===== src/rtl/csa_acc_pipe_if.sv =====
// Handshake bundle for the carry-save accumulator: operand beats in, resolved
// group sums out. The producer/consumer side uses master, the accumulator uses slave.
interface csa_acc_pipe_if #(
    parameter int DW = 16,
    parameter int N  = 6,
    parameter int OW = 32,
    parameter int CW = 8
);
    logic            in_valid;
    logic            in_ready;
    logic            in_last;
    logic [N*DW-1:0] in_data;
    logic            out_valid;
    logic            out_ready;
    logic [OW-1:0]   out_data;
    logic [CW-1:0]   out_beats;

    modport master (
        output in_valid, in_last, in_data, out_ready,
        input  in_ready, out_valid, out_data, out_beats
    );

    modport slave (
        input  in_valid, in_last, in_data, out_ready,
        output in_ready, out_valid, out_data, out_beats
    );
endinterface


===== src/rtl/csa_acc_pipe.sv =====
// Pipelined multi-operand carry-save accumulator: N operands per beat are folded
// into a redundant sum/carry pair; one carry-propagate add resolves each group.
module csa_acc_pipe #(
    parameter int DW     = 16,
    parameter int N      = 6,
    parameter int OW     = 32,
    parameter bit SIGNED = 1'b0,
    parameter int CW     = 8
) (
    input logic            clk,
    input logic            reset,
    csa_acc_pipe_if.slave  bus
);

    localparam int NT = N + 2;

    // A 3:2 level turns every full triple into two terms and passes leftovers through.
    function automatic int next_terms(input int m);
        return 2 * (m / 3) + (m % 3);
    endfunction

    function automatic int terms_at(input int lvl_idx);
        int m;
        m = NT;
        for (int k = 0; k < lvl_idx; k++) m = next_terms(m);
        return m;
    endfunction

    function automatic int num_levels(input int m);
        int l;
        int t;
        l = 0;
        t = m;
        while (t > 2) begin
            t = next_terms(t);
            l++;
        end
        return l;
    endfunction

    localparam int NL = num_levels(NT);

    logic [OW-1:0] acc_s;
    logic [OW-1:0] acc_c;
    logic [CW-1:0] cnt;
    logic          pend;
    logic          fresh;
    logic          out_valid_q;
    logic [OW-1:0] out_data_q;
    logic [CW-1:0] out_beats_q;

    logic          in_ready;
    logic          accept;
    logic          transfer;

    logic [OW-1:0] lvl [NL+1][NT];

    assign transfer = pend & (~out_valid_q | bus.out_ready);
    assign in_ready = ~pend | transfer;
    assign accept   = bus.in_valid & in_ready;

    assign bus.in_ready  = in_ready;
    assign bus.out_valid = out_valid_q;
    assign bus.out_data  = out_data_q;
    assign bus.out_beats = out_beats_q;

    for (genvar k = 0; k < N; k++) begin : g_ext
        logic [DW-1:0] op;
        assign op = bus.in_data[k*DW +: DW];
        if (SIGNED) begin : g_sext
            assign lvl[0][k] = {{(OW-DW){op[DW-1]}}, op};
        end else begin : g_zext
            assign lvl[0][k] = {{(OW-DW){1'b0}}, op};
        end
    end

    // The first beat of a group must not see the previous group's residue.
    assign lvl[0][N]   = fresh ? '0 : acc_s;
    assign lvl[0][N+1] = fresh ? '0 : acc_c;

    for (genvar l = 0; l < NL; l++) begin : g_lvl
        localparam int M  = terms_at(l);
        localparam int G  = M / 3;
        localparam int MN = next_terms(M);
        for (genvar i = 0; i < NT; i++) begin : g_term
            if (i < 2 * G) begin : g_csa
                logic [OW-1:0] a;
                logic [OW-1:0] b;
                logic [OW-1:0] c;
                assign a = lvl[l][3*(i/2)];
                assign b = lvl[l][3*(i/2)+1];
                assign c = lvl[l][3*(i/2)+2];
                if (i % 2 == 0) begin : g_sum
                    assign lvl[l+1][i] = a ^ b ^ c;
                end else begin : g_carry
                    // Carry weight moves up one bit; the MSB carry falls off (mod 2^OW).
                    assign lvl[l+1][i] = ((a & b) | (a & c) | (b & c)) << 1;
                end
            end else if (i < MN) begin : g_pass
                assign lvl[l+1][i] = lvl[l][3*G + i - 2*G];
            end else begin : g_zero
                assign lvl[l+1][i] = '0;
            end
        end
    end

    // NOTE: all registered state uses non-blocking assignments so every register
    // samples pre-edge values; transfer relies on this to read acc_s/acc_c before
    // a same-edge accept overwrites them.
    always_ff @(posedge clk or posedge reset) begin
        if (reset) begin
            acc_s       <= '0;
            acc_c       <= '0;
            cnt         <= '0;
            pend        <= 1'b0;
            fresh       <= 1'b1;
            out_valid_q <= 1'b0;
            out_data_q  <= '0;
            out_beats_q <= '0;
        end else begin
            if (accept) begin
                acc_s <= lvl[NL][0];
                acc_c <= lvl[NL][1];
                if (fresh)
                    cnt <= CW'(1);
                else if (cnt != '1)
                    cnt <= cnt + CW'(1);
                fresh <= bus.in_last;
            end

            if (transfer) begin
                out_data_q  <= acc_s + acc_c;
                out_beats_q <= cnt;
                out_valid_q <= 1'b1;
            end else if (out_valid_q && bus.out_ready) begin
                out_valid_q <= 1'b0;
            end

            // A closing beat accepted alongside a transfer keeps the next group pending.
            if (accept && bus.in_last)
                pend <= 1'b1;
            else if (transfer)
                pend <= 1'b0;
        end
    end

endmodule


===== src/flat_wrapper.sv =====
// flat-port wrapper written by rule: the top's interface ports become plain ports
module csa_acc_pipe_flat 
#(
    parameter int DW     = 16,
    parameter int N      = 6,
    parameter int OW     = 32,
    parameter bit SIGNED = 1'b0,
    parameter int CW     = 8
)
  (clk, reset, bus_in_valid, bus_in_last, bus_in_data, bus_out_ready, bus_in_ready, bus_out_valid, bus_out_data, bus_out_beats);
  csa_acc_pipe_if #(.DW(DW), .N(N), .OW(OW), .CW(CW)) bus_i ();
  input logic clk;
  input logic reset;
  input wire logic [$bits(bus_i.in_valid)-1:0] bus_in_valid;
  input wire logic [$bits(bus_i.in_last)-1:0] bus_in_last;
  input wire logic [$bits(bus_i.in_data)-1:0] bus_in_data;
  input wire logic [$bits(bus_i.out_ready)-1:0] bus_out_ready;
  output wire logic [$bits(bus_i.in_ready)-1:0] bus_in_ready;
  output wire logic [$bits(bus_i.out_valid)-1:0] bus_out_valid;
  output wire logic [$bits(bus_i.out_data)-1:0] bus_out_data;
  output wire logic [$bits(bus_i.out_beats)-1:0] bus_out_beats;
  assign bus_i.in_valid = bus_in_valid;
  assign bus_i.in_last = bus_in_last;
  assign bus_i.in_data = bus_in_data;
  assign bus_i.out_ready = bus_out_ready;
  assign bus_in_ready = bus_i.in_ready;
  assign bus_out_valid = bus_i.out_valid;
  assign bus_out_data = bus_i.out_data;
  assign bus_out_beats = bus_i.out_beats;
  csa_acc_pipe #(.DW(DW), .N(N), .OW(OW), .SIGNED(SIGNED), .CW(CW)) u_core (.clk(clk), .reset(reset), .bus(bus_i));
endmodule

===== config.mk =====
export PLATFORM = sky130hd
export DESIGN_NAME = csa_acc_pipe_flat
export DESIGN_NICKNAME = d
export VERILOG_FILES = /design/src/rtl/csa_acc_pipe_if.sv /design/src/rtl/csa_acc_pipe.sv /design/src/flat_wrapper.sv
export SDC_FILE = /design/constraint.sdc
export NUM_CORES = 1
export LEC_CHECK = 0
export ABC_AREA = 1
export BUFFER_PORTS_ARGS = -buffer_cell sky130_fd_sc_hd__buf_2
export CAP_MARGIN = 20
export CORE_MARGIN = 2
export CORE_UTILIZATION = 60
export CTS_BUF_LIST = sky130_fd_sc_hd__clkbuf_4 sky130_fd_sc_hd__clkbuf_8 sky130_fd_sc_hd__clkbuf_16
export CTS_CLUSTER_DIAMETER = 150
export DETAILED_ROUTE_END_ITERATION = 8
export PLACE_DENSITY = 0.81
export REMOVE_ABC_BUFFERS = 1
export SYNTH_ARGS = -nofsm -noshare
export SYNTH_HDL_FRONTEND = slang
export SYNTH_SLANG_ARGS = --single-unit

===== constraint.sdc =====
create_clock -name clk -period 8.9 [get_ports clk]
set_input_delay 0.89 -clock clk [delete_from_list [all_inputs] [get_ports clk]]
set_output_delay 0.89 -clock clk [all_outputs]
set_load 0.02 [all_outputs]

==> run metrics <==
outcome finished clean; CP max FO 1; RSZ-0062 raised after global routing false; crit path launch type input pin; met3 WL 969 µm; Top cell by count, worst path fa_1; largest net degree at the start of global routing 94; share of cells above drive strength 1 0.142; # fillers 1219; DRT iter0 DRCs 402; crit path capture u_core.acc_s[3]; final WL 19800 µm; Synth Cell Area 0.00936 mm²; Max-Cap Viols 0; Avg Vias per Cell 5.04; clk root buf clkbuf_16; CTS buffer count 17; met2 wire len 9650 µm; Seq/Total Area, Yosys 0.302; setup TNS 0 ns; CP Depth 9; I/O Buffers 142; fin nets 1595; H-tree Lvls 4; hold crit path type reg -> reg; Leak 6.25 nW; Setup Buffers After CTS 0; Placed Instances 1507; Hold Buf Count CTS 0; Clock Path Buffers 2; clk sink count 113; initial antenna violation count 0; maximum vdd drop 0.177 mV; Slew Limit Fails 0; Routed Antenna Nets 0; Die Ht 129 µm; number of diodes 0; synth top area cells dfrtp_1, fa_1, nand2_1, inv_1, ha_1; worst reg2reg path startpoint u_core.fresh; Synth Register Bits 113; Total Routing Usage GR 0.264; core area 0.0152 mm²; most common cell after layout, fill and taps aside nand2_1; CP max stage delay 0.55 ns; die area 0.0166 mm²; cell count of the worst reg-to-reg path 8; CTS tree yes; total gr overflow 0; Synth-to-Final Area Change 16.0%; critical path type in -> reg; share of the synthesized area in the top cell type 0.300; worst-skew pair later-pin latency 0.42 ns; top sig layer met4; syn avg cell area 7.79 µm²; vias in the first global route 7746; Synth cell types 31; slew margin rel. 0.441; Crit path required time 9.16 ns; M1 WL 8940 µm; drt pass-1 iters 5; Yosys Warn Count 0; Starting Density 0.615; I/O pin cnt 143; CTS clock-pin slew for the worst setup and hold paths 0.05 ns; CP Capture Type register; worst path arrival time 3.33 ns; per-cell routed wire length 12.9 µm; Post-Syn Instances 1201; flop-to-flop setup slack 5.99 ns; post-route insts no fill 1539; final hold vios 0; reg2reg end u_core.acc_s[16]; Resized Gates After CTS 0; placer congestion estimate 0.981; final setup violation count 0; vias 7764; worst clock skew 0.0118 ns; most frequent cells in the layout nand2_1, inv_1, buf_2; crit path cell chain buf_2 > fa_1 > fa_1 > inv_1 > fa_1 > inv_1 > fa_1 > nand2_1 > o21ai_0; Crit path buffers/inverters 3; clock period minus worst slack 3.07 ns; die width 129 µm; critical path's top delay family adder cells; fin crit share 0.345; # rows 45; Crit. Startpoint bus_in_data[3]; Residual DRC 0; Slew @ Worst Pin 0.839 ns; critical path's slowest cell fa_1; pwr dens 275 mW/mm²; top cell type by total area after synthesis dfrtp_1; global-route wire length before repair 34900 µm; DP HPWL 15000 µm; Achievable Freq 326 MHz
## routing by layer
layer  vias up  global-route usage
li1       3880                   -
met1      3662               0.351
met2       202               0.450
met3        20              0.0528
met4         0              0.0633
met5         -                   0
## tightest hold or removal path, stage by stage (launching register included)
cell and delay [ns]:
dfrtp_1 0.33, nand2_1 0.06, nand2_1 0.05
## cells in the mapped netlist, drive strengths merged
master,number
o21ai,70
inv,232
or2,2
o21bai,3
dfstp,1
xnor2,12
xor2,3
a21o,1
ha,61
nand3b,5
nand3,47
nand4,7
dfrtp,112
nor2,72
o31ai,1
nand2,421
clkinv,1
fa,95
a21oi,22
nor3,5
clkbuf,16
buf,12
## per-stage QoR
stage               hold WS (ns)  setup slack [ns]  power [mW]   util  area (µm²)
floorplan                  0.463              5.02        1.85      -        9240
global placement           0.458              5.43        2.19  0.672       10200
detailed placement         0.461              5.40        2.23  0.672       10200
CTS                        0.478              5.83        3.00  0.714       10800
global route               0.490              5.72        3.29  0.714       10800
finish                     0.474              5.83        2.98  0.714       10800
## power by group
part	switching [mW]	total, mW	internal, mW
registers	0.103	0.757	0.654
clock network	0.246	0.724	0.478
logic	0.924	1.50	0.575
total	1.27	2.98	1.71
## logic make-up after synthesis
kind of cell	count (synthesis)	share of synthesized area
AOI/OAI and AO/OA	97	0.0552
xor gates and xnor gates	15	0.0140
and+or+nand+nor	559	0.237
DFF	113	0.302
adders and majority gates	156	0.285
buffers and inverters	261	0.106
## how the worst min path moves through the flow
stage | end | cells past startpoint | start | slack [ns]
after global placement | u_core.bus.out_data[31] | 2 | u_core.bus.out_data[31] | 0.46
after CTS | u_core.bus.out_data[24] | 2 | u_core.bus.out_data[24] | 0.48
final | u_core.bus.out_data[19] | 2 | u_core.bus.out_data[19] | 0.47
after detailed placement | u_core.bus.out_data[26] | 2 | u_core.bus.out_data[26] | 0.46
after global routing | u_core.bus.out_data[24] | 2 | u_core.bus.out_data[24] | 0.49
after floorplan | u_core.acc_c[31] | 2 | u_core.acc_c[31] | 0.46
## layout make-up
class                           instances  area [µm²]  share of cell area
Clock buffer                           19         447              0.0412
Sequential cell                       113        2830               0.261
Timing Repair Buffer                  146         741              0.0683
Multi-Input combinational cell        827        5530               0.510
Clock inverter                         13         185              0.0171
Tap cell                              188         235              0.0217
Inverter                              233         880              0.0811
## flip-flops by register name (all words and copies together), names as in the netlist
register / cells
u_core.acc_c: 30
u_core.acc_s: 32
u_core.bus.out_beats: 8
u_core.bus.out_data: 32
u_core.bus.out_valid: 1
u_core.cnt: 8
u_core.fresh: 1
u_core.pend: 1
No activity file was read; power rests on OpenSTA's default activity.
